--- config.mk ---
export PLATFORM = sky130hd
export DESIGN_NAME = dmem_axi_bridge
export DESIGN_NICKNAME = d
export VERILOG_FILES = /design/src/rtl/dmem_axi_bridge_pkg.sv /design/src/rtl/dmem_axi_bridge.sv
export SDC_FILE = /design/constraint.sdc
export NUM_CORES = 1
export LEC_CHECK = 0
export ABC_AREA = 1
export CORE_AREA = 2 2 173 175
export CTS_CLUSTER_SIZE = 8
export DETAILED_ROUTE_END_ITERATION = 6
export DIE_AREA = 0 0 175 177
export MAX_ROUTING_LAYER = met4
export SKIP_CTS_REPAIR_TIMING = 1
export SLEW_MARGIN = 15
export SYNTH_ARGS = -nofsm -noshare
export SYNTH_HDL_FRONTEND = slang
export SYNTH_SLANG_ARGS = --single-unit
--- constraint.sdc ---
create_clock -name clk -period 1.9 [get_ports clk]
set_input_delay 0.19 -clock clk [delete_from_list [all_inputs] [get_ports clk]]
set_output_delay 0.19 -clock clk [all_outputs]
set_load 0.02 [all_outputs]
--- src/rtl/dmem_axi_bridge_pkg.sv ---
// Shared types and AXI constants for the data-side LSU-to-AXI4 bridge.
package dmem_axi_bridge_pkg;

  typedef enum logic [2:0] {
    ST_IDLE = 3'd0,
    ST_AR   = 3'd1,
    ST_R    = 3'd2,
    ST_AWW  = 3'd3,
    ST_B    = 3'd4,
    ST_DONE = 3'd5
  } state_e;

  localparam logic [1:0] RESP_OKAY  = 2'b00;
  localparam logic [1:0] BURST_INCR = 2'b01;
  localparam logic [7:0] LEN_SINGLE = 8'd0;

  localparam logic [2:0] SIZE_B = 3'd0;
  localparam logic [2:0] SIZE_H = 3'd1;
  localparam logic [2:0] SIZE_W = 3'd2;
  localparam logic [2:0] SIZE_D = 3'd3;

  function automatic logic resp_is_err(input logic [1:0] resp);
    return resp != RESP_OKAY;
  endfunction

endpackage

--- src/rtl/dmem_axi_bridge.sv ---
// Single-beat AXI4 bridge for one outstanding LSU load/store/fence.i request.
// Define DMEM_BRIDGE_WR_BUFFER_EN to post stores and retire B in the background.
module dmem_axi_bridge
  import dmem_axi_bridge_pkg::*;
#(
  parameter int ADDR_W = 32,
  parameter int DATA_W = 64
) (
  input  logic                clk,
  input  logic                rst,
  input  logic                re,
  input  logic                we,
  input  logic                fencei,
  input  logic                core_ready,
  input  logic [63:0]         data_pc,
  input  logic [DATA_W-1:0]   data_o,
  input  logic [DATA_W/8-1:0] wlen,
  input  logic [2:0]          data_size,
  output logic [DATA_W-1:0]   data_temp,
  output logic                data_valid,
  output logic                bus_err,
  output logic                ar_valid,
  input  logic                ar_ready,
  output logic [ADDR_W-1:0]   ar_addr,
  output logic [2:0]          ar_size,
  output logic [7:0]          ar_len,
  output logic [1:0]          ar_burst,
  input  logic                r_valid,
  output logic                r_ready,
  input  logic [DATA_W-1:0]   r_data,
  input  logic [1:0]          r_resp,
  output logic                aw_valid,
  input  logic                aw_ready,
  output logic [ADDR_W-1:0]   aw_addr,
  output logic [2:0]          aw_size,
  output logic [7:0]          aw_len,
  output logic [1:0]          aw_burst,
  output logic                w_valid,
  input  logic                w_ready,
  output logic [DATA_W-1:0]   w_data,
  output logic [DATA_W/8-1:0] w_strb,
  output logic                w_last,
  input  logic                b_valid,
  output logic                b_ready,
  input  logic [1:0]          b_resp
);

  state_e              state_q;
  logic [ADDR_W-1:0]   addr_q;
  logic [2:0]          size_q;
  logic [DATA_W-1:0]   wdata_q;
  logic [DATA_W/8-1:0] strb_q;
  logic [DATA_W-1:0]   data_temp_q;
  logic                bus_err_q;
  logic                ar_valid_q, r_ready_q, aw_valid_q, w_valid_q, b_ready_q;

  logic req, can_start, bg_err, aw_fin, w_fin, finishing;

  assign req    = re | we | fencei;
  assign aw_fin = ~aw_valid_q | aw_ready;
  assign w_fin  = ~w_valid_q | w_ready;

  generate
    if (ADDR_W < 64) begin : g_addr_hi
      logic unused_addr_hi;
      assign unused_addr_hi = ^data_pc[63:ADDR_W];
    end
  endgenerate

`ifdef DMEM_BRIDGE_WR_BUFFER_EN
  logic pending_q, err_pend_q;
  // A posted store's B may land in the same cycle another completion is reported.
  assign can_start = ~pending_q;
  assign bg_err    = err_pend_q | (pending_q & b_valid & resp_is_err(b_resp));
`else
  assign can_start = 1'b1;
  assign bg_err    = 1'b0;
`endif

  always_comb begin
    finishing = 1'b0;
    case (state_q)
      ST_IDLE: finishing = fencei & ~re & ~we & can_start;
      ST_R:    finishing = r_valid;
`ifdef DMEM_BRIDGE_WR_BUFFER_EN
      ST_AWW:  finishing = aw_fin & w_fin;
`endif
      ST_B:    finishing = b_valid;
      default: finishing = 1'b0;
    endcase
  end

  always_ff @(posedge clk) begin
    if (rst) begin
      state_q     <= ST_IDLE;
      addr_q      <= '0;
      size_q      <= '0;
      wdata_q     <= '0;
      strb_q      <= '0;
      data_temp_q <= '0;
      bus_err_q   <= 1'b0;
      ar_valid_q  <= 1'b0;
      r_ready_q   <= 1'b0;
      aw_valid_q  <= 1'b0;
      w_valid_q   <= 1'b0;
      b_ready_q   <= 1'b0;
`ifdef DMEM_BRIDGE_WR_BUFFER_EN
      pending_q   <= 1'b0;
      err_pend_q  <= 1'b0;
`endif
    end else begin
`ifdef DMEM_BRIDGE_WR_BUFFER_EN
      if (pending_q && b_valid) begin
        pending_q  <= 1'b0;
        b_ready_q  <= 1'b0;
        err_pend_q <= err_pend_q | resp_is_err(b_resp);
      end
      if (finishing) err_pend_q <= 1'b0;
`endif
      case (state_q)
        ST_IDLE: begin
          if (req && can_start) begin
            addr_q  <= data_pc[ADDR_W-1:0];
            size_q  <= data_size;
            wdata_q <= data_o;
            strb_q  <= wlen;
            if (re) begin
              ar_valid_q <= 1'b1;
              state_q    <= ST_AR;
            end else if (we) begin
              aw_valid_q <= 1'b1;
              w_valid_q  <= 1'b1;
              state_q    <= ST_AWW;
            end else begin
              bus_err_q <= bg_err;
              state_q   <= ST_DONE;
            end
          end
        end
        ST_AR: begin
          if (ar_ready) begin
            ar_valid_q <= 1'b0;
            r_ready_q  <= 1'b1;
            state_q    <= ST_R;
          end
        end
        ST_R: begin
          if (r_valid) begin
            r_ready_q   <= 1'b0;
            data_temp_q <= r_data;
            bus_err_q   <= resp_is_err(r_resp) | bg_err;
            state_q     <= ST_DONE;
          end
        end
        ST_AWW: begin
          if (aw_valid_q && aw_ready) aw_valid_q <= 1'b0;
          if (w_valid_q && w_ready) w_valid_q <= 1'b0;
          if (aw_fin && w_fin) begin
            b_ready_q <= 1'b1;
`ifdef DMEM_BRIDGE_WR_BUFFER_EN
            pending_q <= 1'b1;
            bus_err_q <= bg_err;
            state_q   <= ST_DONE;
`else
            state_q   <= ST_B;
`endif
          end
        end
        ST_B: begin
          if (b_valid) begin
            b_ready_q <= 1'b0;
            bus_err_q <= resp_is_err(b_resp) | bg_err;
            state_q   <= ST_DONE;
          end
        end
        ST_DONE: begin
          if (core_ready) begin
            bus_err_q <= 1'b0;
            state_q   <= ST_IDLE;
          end
        end
        default: state_q <= ST_IDLE;
      endcase
    end
  end

  assign data_valid = (state_q == ST_AR) || (state_q == ST_R) || (state_q == ST_AWW) ||
                      (state_q == ST_B) || ((state_q == ST_IDLE) && req);

  assign data_temp = data_temp_q;
  assign bus_err   = bus_err_q;
  assign ar_valid  = ar_valid_q;
  assign ar_addr   = addr_q;
  assign ar_size   = size_q;
  assign ar_len    = LEN_SINGLE;
  assign ar_burst  = BURST_INCR;
  assign r_ready   = r_ready_q;
  assign aw_valid  = aw_valid_q;
  assign aw_addr   = addr_q;
  assign aw_size   = size_q;
  assign aw_len    = LEN_SINGLE;
  assign aw_burst  = BURST_INCR;
  assign w_valid   = w_valid_q;
  assign w_data    = wdata_q;
  assign w_strb    = strb_q;
  assign w_last    = 1'b1;
  assign b_ready   = b_ready_q;

endmodule

# Word-level counts from Yosys, hierarchy flattened
# Cells that the tools add are included.
# W data, S select, Z words.
dict set report op_classes {
  eq_ne 17
  n_mux 33
  bitwise_logic 6
  reduce_logical 25
}
# cell count
set ops {}
lappend ops {{$mux W3} 8}
lappend ops {{$ne A2 B2 Y1 const B} 12}
lappend ops {{$mux W1} 18}
lappend ops {{$pmux W3 S6} 1}
lappend ops {{$reduce_bool A2 Y1} 6}
lappend ops {{$pmux W1 S2} 5}
lappend ops {{$reduce_and A5 Y1} 2}
lappend ops {{$reduce_and A7 Y1} 1}
lappend ops {{$eq A3 B2 Y1 const B} 2}
lappend ops {{$eq A3 B3 Y1 const B} 2}
lappend ops {{$reduce_and A3 Y1} 2}
lappend ops {{$reduce_and A6 Y1} 1}
lappend ops {{$logic_and A1 B1 Y1} 4}
lappend ops {{$logic_or A1 B1 Y1} 4}
lappend ops {{$or A1 B1 Y1} 4}
lappend ops {{$pmux W1 S4} 1}
lappend ops {{$reduce_and A2 Y1} 2}
lappend ops {{$reduce_and A4 Y1} 1}
lappend ops {{$reduce_bool A4 Y1} 1}
lappend ops {{$eq A3 B1 Y1 const B} 1}
lappend ops {{$logic_not A3 Y1} 1}
lappend ops {{$not A1 Y1} 2}
dict set report word_totals {
  register_bits 180
  input_bits 218
  out_inout_bits 234
  wordCells 93
}

# Logic depth before layout (Yosys ltp)
# Gate-level depths: netlist of run 1.
dict set report depth {
  depth_word 5
  ltp_mapped 10
  ltp_nobuf 9
}

# Worst setup path before layout of run 1
# OpenSTA, ideal clock, no wires.
dict set report synth_path {
  kind {reg-to-reg}
  from {reg state_q[0]}
  to {reg addr_q[30] (netlist: ar_addr[30])}
  t_arrival_ps 1162
  t_required_ps 1787
  slack_ps 625
  stages_incl_launch_ff 10
  n_path_buf 3
  synth_period_minus_slack_ps 1275
  cell_sequence {dfxtp_1 buf_6 inv_4 nand2_4 nor2_4 nand2_4 buf_6 buf_4 o21ai_1 nor2_1}
}
dict set report synth_between {
  elab_chain_len 2
}
# element line_no
set synth_rtl {}
lappend synth_rtl {{from (decl)} dmem_axi_bridge.sv:48} ;# state_e state_q;
lappend synth_rtl {{from (signal assigned)} dmem_axi_bridge.sv:95} ;# state_q <= ST_IDLE;
lappend synth_rtl {{from (signal assigned)} dmem_axi_bridge.sv:129} ;# state_q <= ST_AR;
lappend synth_rtl {{from (signal assigned)} dmem_axi_bridge.sv:133} ;# state_q <= ST_AWW;
lappend synth_rtl {{$logic_not A3 Y1} dmem_axi_bridge.sv:120} ;# case (state_q)
lappend synth_rtl {{$reduce_and A2 Y1 (no source line)} --}
lappend synth_rtl {{to (signal assigned)} dmem_axi_bridge.sv:123} ;# addr_q <= data_pc[ADDR_W-1:0];
lappend synth_rtl {{to (decl)} dmem_axi_bridge.sv:49} ;# logic [ADDR_W-1:0] addr_q;
# No other way between the ends.
# A chain may end at the register's enable or synchronous reset.

# Worst setup path in the final report of run 1
dict set report layout_path {
  from {reg state_q[1]}
  to {out data_valid}
}
dict set report layout_between {
  elab_chain_len 5
  word_cells_on_any_way 10
}
# element line_no
set layout_rtl {}
lappend layout_rtl {{$eq A3 B1 Y1 or $eq A3 B2 Y1 (tied branches)} dmem_axi_bridge.sv:187} ;# assign data_valid = (state_q == ST_AR) || (state_q == ST_R) || (state_q == ST_AWW) ||
lappend layout_rtl {{$logic_or A1 B1 Y1 (3 in a row)} dmem_axi_bridge.sv:187}
lappend layout_rtl {{$logic_or A1 B1 Y1 (*)} dmem_axi_bridge.sv:188} ;# (state_q == ST_B) || ((state_q == ST_IDLE) && req);
lappend layout_rtl {{to (decl)} dmem_axi_bridge.sv:20} ;# output logic data_valid,
# Every way passes the cells marked *; elsewhere a longest branch is shown, timed or not.

==> results of run 1 <==
==> per-layer routing <==
layer  global-route usage  vias to the layer above  wire length, µm
met5                    -                        -                0
met4               0.0389                        0              224
met3               0.0498                       13             1680
met2                0.249                      235            11300
met1                0.175                     3093            10100
li1                     -                     3486                -
==> report_power, final <==
group | total [mW] | internal, mW | switching, mW
clock network | 3.64 | 2.05 | 1.59
logic | 9.06 | 4.10 | 4.95
registers | 5.92 | 5.06 | 0.857
==> flip-flops by register name, indices dropped and copies added, names as in the netlist <==
register and count:
data_temp 64, w_data 64, ar_addr 32, w_strb 8
ar_size 3, state_q 3, ar_valid 1, aw_valid 1
b_ready 1, bus_err 1, r_ready 1, w_valid 1
==> metrics by stage <==
step	TNS [ns]	power, mW
6_report	0	18.6
2_1_floorplan	0	11.2
3_5_place_dp	0	15.2
3_3_place_gp	0	15.1
5_1_grt	0	19.8
4_1_cts	-0.0297	18.9
==> worst max-delay path by stage <==
stage	startpoint	end	slack, ns	depth (start not counted)
2_1_floorplan	state_q[0]	ar_addr[30]	0.63	9
5_1_grt	state_q[2]	data_valid	0.03	4
3_3_place_gp	we	w_data[21]	0.03	9
3_5_place_dp	we	w_data[21]	0.03	9
6_report	state_q[1]	data_valid	0.16	6
4_1_cts	state_q[1]	data_valid	-0.03	6
==> cells by family (layout without fill, tap and decap cells) <==
| kind of cell | Yosys count | in the layout | share of synthesized area |
|---|---|---|---|
| flops | 180 | 180 | 0.513 |
| compound gates | 185 | 185 | 0.134 |
| buf+inv | 130 | 468 | 0.126 |
| simple gates | 410 | 410 | 0.226 |
| other cells | 2 | 22 | 0.00107 |
==> worst max-delay path: cells and delay by family (launching register included) <==
| family | cells | cell delay [ns] |
|---|---|---|
| AO/OA/AOI/OAI | 1 | 0.15 |
| buffers and inverters | 2 | 0.26 |
| flip-flops | 1 | 0.44 |
| AND/OR/NAND/NOR | 3 | 0.26 |
==> cells in the mapped netlist, types with 2 or more instances <==
master / number / area (µm²)
nor2_1: 237 / 890
dfxtp_1: 180 / 3600
nand2_1: 159 / 597
o21ai_0: 99 / 495
a21oi_1: 68 / 340
buf_4: 64 / 480
clkbuf_1: 26 / 97.6
o21ai_1: 13 / 65.1
buf_6: 12 / 135
inv_1: 10 / 37.5
buf_2: 9 / 45.0
nand3_1: 5 / 25.0
buf_8: 4 / 60.1
inv_4: 3 / 18.8
nand3b_1: 3 / 22.5
conb_1: 2 / 7.51
nand2_4: 2 / 22.5
==> final cells by class <==
cell class / instances / area, µm² / share of cell area
Inverter: 15 / 65.1 / 0.00561
Sequential cell: 180 / 3610 / 0.311
Timing Repair Buffer: 421 / 4240 / 0.365
Tap cell: 390 / 488 / 0.0421
Antenna cell: 1 / 2.50 / 0.000216
Multi-Input combinational cell: 616 / 2610 / 0.225
Clock inverter: 11 / 124 / 0.0107
Clock buffer: 21 / 470 / 0.0406
==> impl_metrics.tcl, run 1 <==
set metrics [dict create \
    cap_viol_max_count 0 \
    htreeDepth 4 \
    rsz0062_at_grt "false" \
    clockBufferDepth 2 \
    final_antenna_net_count 0 \
    hold_path.class "input pin to flop" \
    via_per_inst 4.13 \
    start_util 0.240 \
    r2r_slack_ns 0.34 \
    synthToLayoutAreaGrowth_pct 65.2 \
    path_clk_slew_ns 0.07 \
    peakVddDrop_mv 0.846 \
    yosysWarnings 0 \
    die_w_um 175 \
    io_pins 452 \
    path_max_fanout 9 \
    path_cells "clkinv_2, nand2_4, nor2_4, nand2_1, o21a_1, buf_4" \
    critPathLaunchType "flop" \
    final_util 0.397 \
    design_area_um2 11600 \
    synthFlopType "dfxtp_1" \
    numCtsBuffers 17 \
    pwr_density_cell_nw_per_um2 1610 \
    dr.pass1.iters 4 \
    setup_violations 0 \
    holdWs_ns 0.204 \
    dp_hpwl_um 17200 \
    synth-seq-cells 180 \
    drive_above_1_share 0.0554 \
    gp_congestion 0.821 \
    synth-edff-count 0 \
    cts.sinks 180 \
    clkLatencyLatePin_ns 0.43 \
    drc 0 \
    portBuffers 398 \
    grt_max_degree 69 \
    slew_viol_final 0 \
    place_ws_ns 0.0303 \
    layout_commonest_cell "clkdlybuf4s50_1" \
    dieArea_um2 31000 \
    tightest_slew_ns 0.761 \
    required_ns 1.71 \
    hold_viol 0 \
    antenna_found_initial 1 \
    grt_pass1_wl_um 35300 \
    crit_type "flop to output port" \
    finalNonFillerCells 1655 \
    grt_use_total 0.150 \
    rr_endpoint "data_temp[34]" \
    fin_crit_ns 1.74 \
    syn_area_um2 7020 \
    final_cell_mix "clkdlybuf4s50_1 (396), nor2_1 (237), dfxtp_1 (178), nand2_1 (158), o21ai_0 (99)" \
    synth_cells 907 \
    wl_per_cell_um 14.1 \
    die_h_um 177 \
    grt_pass1_vias 6513 \
    finalCritPeriodShare 0.916 \
    syn_area_per_cell_um2 7.74 \
    max_stage_delay_ns 0.44 \
    ys_types 28 \
    max_freq_mhz 574 \
    dpl_cell_area_um2 11000 \
    rr_worst_depth 7 \
    core.rowCount 63 \
    cp-end-kind "output port" \
    drt_iter0_drc 275 \
    slew_headroom 0.492 \
    cts_root_buffer "clkbuf_16" \
    crit_slowest_cell "dfxtp_2" \
    async_reset_ff_frac 0 \
    hp-start "rst" \
    hold_end "w_data[54]" \
    nFillCells 2990 \
    fin_ws_ns 0.159 \
    rr_startpoint "state_q[2]" \
    core-area_um2 29200 \
    whs_path_depth 4 \
    vias 6827 \
    cts_tree "yes" \
    worst_ep_arrival_time_ns 1.55 \
    fin_skew_ns 0.0102 \
    fin_nets 1469 \
    ys_seq_area_frac 0.513 \
    status "finished, final reports clean" \
    routed_wl_um 23400 \
    place_inst 1622 \
    overflow 0 \
    leakage_nw 4.38 \
]
Note: power is estimated with default switching activity, not from simulation.
==> run 2, diff against run 1 <==
--- a/config.mk
+++ b/config.mk
@@ -6,6 +6,7 @@
 export NUM_CORES = 1
 export LEC_CHECK = 0
 export ABC_AREA = 1
+export ABC_CLOCK_PERIOD_IN_PS = 1900
 export CORE_AREA = 2 2 173 175
 export CTS_CLUSTER_SIZE = 8
 export DETAILED_ROUTE_END_ITERATION = 6
==> results of run 2 <==
The final DEF is identical to that of run 1; final timing and power are the same.
==> run 3, diff against run 2 <==
--- a/config.mk
+++ b/config.mk
@@ -8,9 +8,11 @@
 export ABC_AREA = 1
 export ABC_CLOCK_PERIOD_IN_PS = 1900
 export CORE_AREA = 2 2 173 175
+export CTS_BUF_LIST = sky130_fd_sc_hd__clkbuf_4 sky130_fd_sc_hd__clkbuf_8 sky130_fd_sc_hd__clkbuf_16
 export CTS_CLUSTER_SIZE = 8
 export DETAILED_ROUTE_END_ITERATION = 6
 export DIE_AREA = 0 0 175 177
+export GPL_ROUTABILITY_DRIVEN = 1
 export MAX_ROUTING_LAYER = met4
 export SKIP_CTS_REPAIR_TIMING = 1
 export SLEW_MARGIN = 15
==> run 3 against run 2 <==
  * Via count is essentially flat
  * Sequential share of layout area is essentially flat
  * Register-to-register slack is essentially flat
  * Critical path depth is the same
  * Flip-flop and latch count is the same
  * Power is essentially flat
==> impl_metrics.tcl, run 3 (synthesis results as in run 1) <==
set metrics [dict create \
    status "finished, final reports clean" \
    grt_pass1_wl_um 35200 \
    portBuffers 398 \
    dr.pass1.iters 4 \
    start_util 0.240 \
    fin_tns_setup_ns 0 \
    rr_worst_depth 7 \
    path_max_fanout 9 \
    crit_slowest_cell "dfxtp_2" \
    wl_per_cell_um 14.1 \
    cts.sinks 180 \
    path_clk_slew_ns 0.07 \
    peakVddDrop_mv 0.846 \
    final_util 0.397 \
    holdWs_ns 0.206 \
    drc 0 \
    hold_path.class "input pin to flop" \
    drive_above_1_share 0.0562 \
    cts_tree "yes" \
    pwr_density_cell_nw_per_um2 1610 \
    worst_ep_arrival_time_ns 1.55 \
    cp-end-kind "output port" \
    slew_viol_final 0 \
    leakage_nw 4.38 \
    max_freq_mhz 575 \
    die_w_um 175 \
    cap_viol_max_count 0 \
    tightest_slew_ns 0.754 \
    overflow 0 \
    fin_crit_ns 1.74 \
    hold_viol 0 \
    routed_wl_um 23300 \
    fin_nets 1469 \
    fin_skew_ns 0.0104 \
    path_cells "clkinv_2, nand2_4, nor2_4, nand2_1, o21a_1, buf_4" \
    io_pins 452 \
    numCtsBuffers 17 \
    critPathLaunchType "flop" \
    rsz0062_at_grt "false" \
    multi_input_area_um2 2610 \
    design_area_um2 11600 \
    core.rowCount 63 \
    layout_commonest_cell "clkdlybuf4s50_1" \
    r2r_slack_ns 0.34 \
    vias 6825 \
    rr_endpoint "data_temp[50]" \
    grt_max_degree 69 \
    final_cell_mix "clkdlybuf4s50_1 (396), nor2_1 (237), dfxtp_1 (178), nand2_1 (158), o21ai_0 (99)" \
    critical_path_buf_inv_count 2 \
    via_per_inst 4.12 \
    clockBufferDepth 2 \
    nFillCells 2987 \
    finalCritPeriodShare 0.915 \
    drt_iter0_drc 287 \
    dp_hpwl_um 17200 \
    antenna_found_initial 1 \
    die_h_um 177 \
    whs_path_depth 4 \
    worst_path_dominant_cell_family "flip-flops" \
    cts_root_buffer "clkbuf_16" \
    required_ns 1.71 \
    setup_violations 0 \
    crit_type "flop to output port" \
    htreeDepth 4 \
    dieArea_um2 31000 \
    grt_pass1_vias 6515 \
    dpl_cell_area_um2 11000 \
    hold_end "w_data[54]" \
    max_stage_delay_ns 0.44 \
    synthToLayoutAreaGrowth_pct 65.3 \
    rr_startpoint "state_q[2]" \
    gp_congestion 0.821 \
    slew_headroom 0.498 \
    hp-start "rst" \
    final_antenna_net_count 0 \
    clkLatencyLatePin_ns 0.42 \
    seqCellArea_um2 3610 \
    grt_use_total 0.150 \
    core-area_um2 29200 \
]
[run 3: changes by cell type in the layout (fill, tap and decap cells not counted)]
cell / before / now
clkbuf_1: 1 / 0
clkbuf_4: 0 / 1
[run 3: how the worst max path moves through the flow]
| stage | endpoint | depth (start not counted) | start |
|---|---|---|---|
| 5_1_grt | data_valid | 4 | state_q[2] |
| 4_1_cts | data_valid | 6 | state_q[1] |
| 2_1_floorplan | ar_addr[30] | 9 | state_q[0] |
| 3_5_place_dp | w_data[21] | 9 | we |
| 6_report | data_valid | 6 | state_q[1] |
| 3_3_place_gp | w_data[21] | 9 | we |
[run 3: per-layer routing]
metal  up-vias  global-route usage  wire length, µm
li1       3486                   -                -
met1      3092               0.175            10100
met2       234               0.249            11300
met3        13              0.0485             1690
met4         0              0.0399              226
met5         -                   -                0
[run 3: area by class of cell]
class,count,area share
Multi-Input combinational cell,616,0.225
Tap cell,390,0.0421
Inverter,15,0.00561
Clock buffer,21,0.0409
Timing Repair Buffer,421,0.365
Antenna cell,1,0.000216
Sequential cell,180,0.311
Clock inverter,11,0.0107
[run 3: worst register-to-register path: stages, from the launching register on]
cell and delay, ns:
dfxtp_1 0.58, inv_4 0.08, nand2_2 0.10, nor2_2 0.05, nand2_2 0.09, buf_4 0.31, nand2_1 0.09, a21oi_1 0.18
[run 3: metrics by stage]
step	power (mW)	std cells	setup WS, ns
detailed placement	15.2	1622	0.0303
global route	19.8	1655	0.0320
global placement	15.1	1622	0.0342
CTS	18.9	1654	-0.0297
floorplan	11.2	926	0.625
finish	18.6	1655	0.162
[run 3: where the power goes]
part	total (mW)	switching, mW	leakage, nW	internal [mW]
clock	3.65	1.59	0.290	2.07
sequential	5.92	0.857	1.48	5.06
combinational	9.06	4.95	2.61	4.10
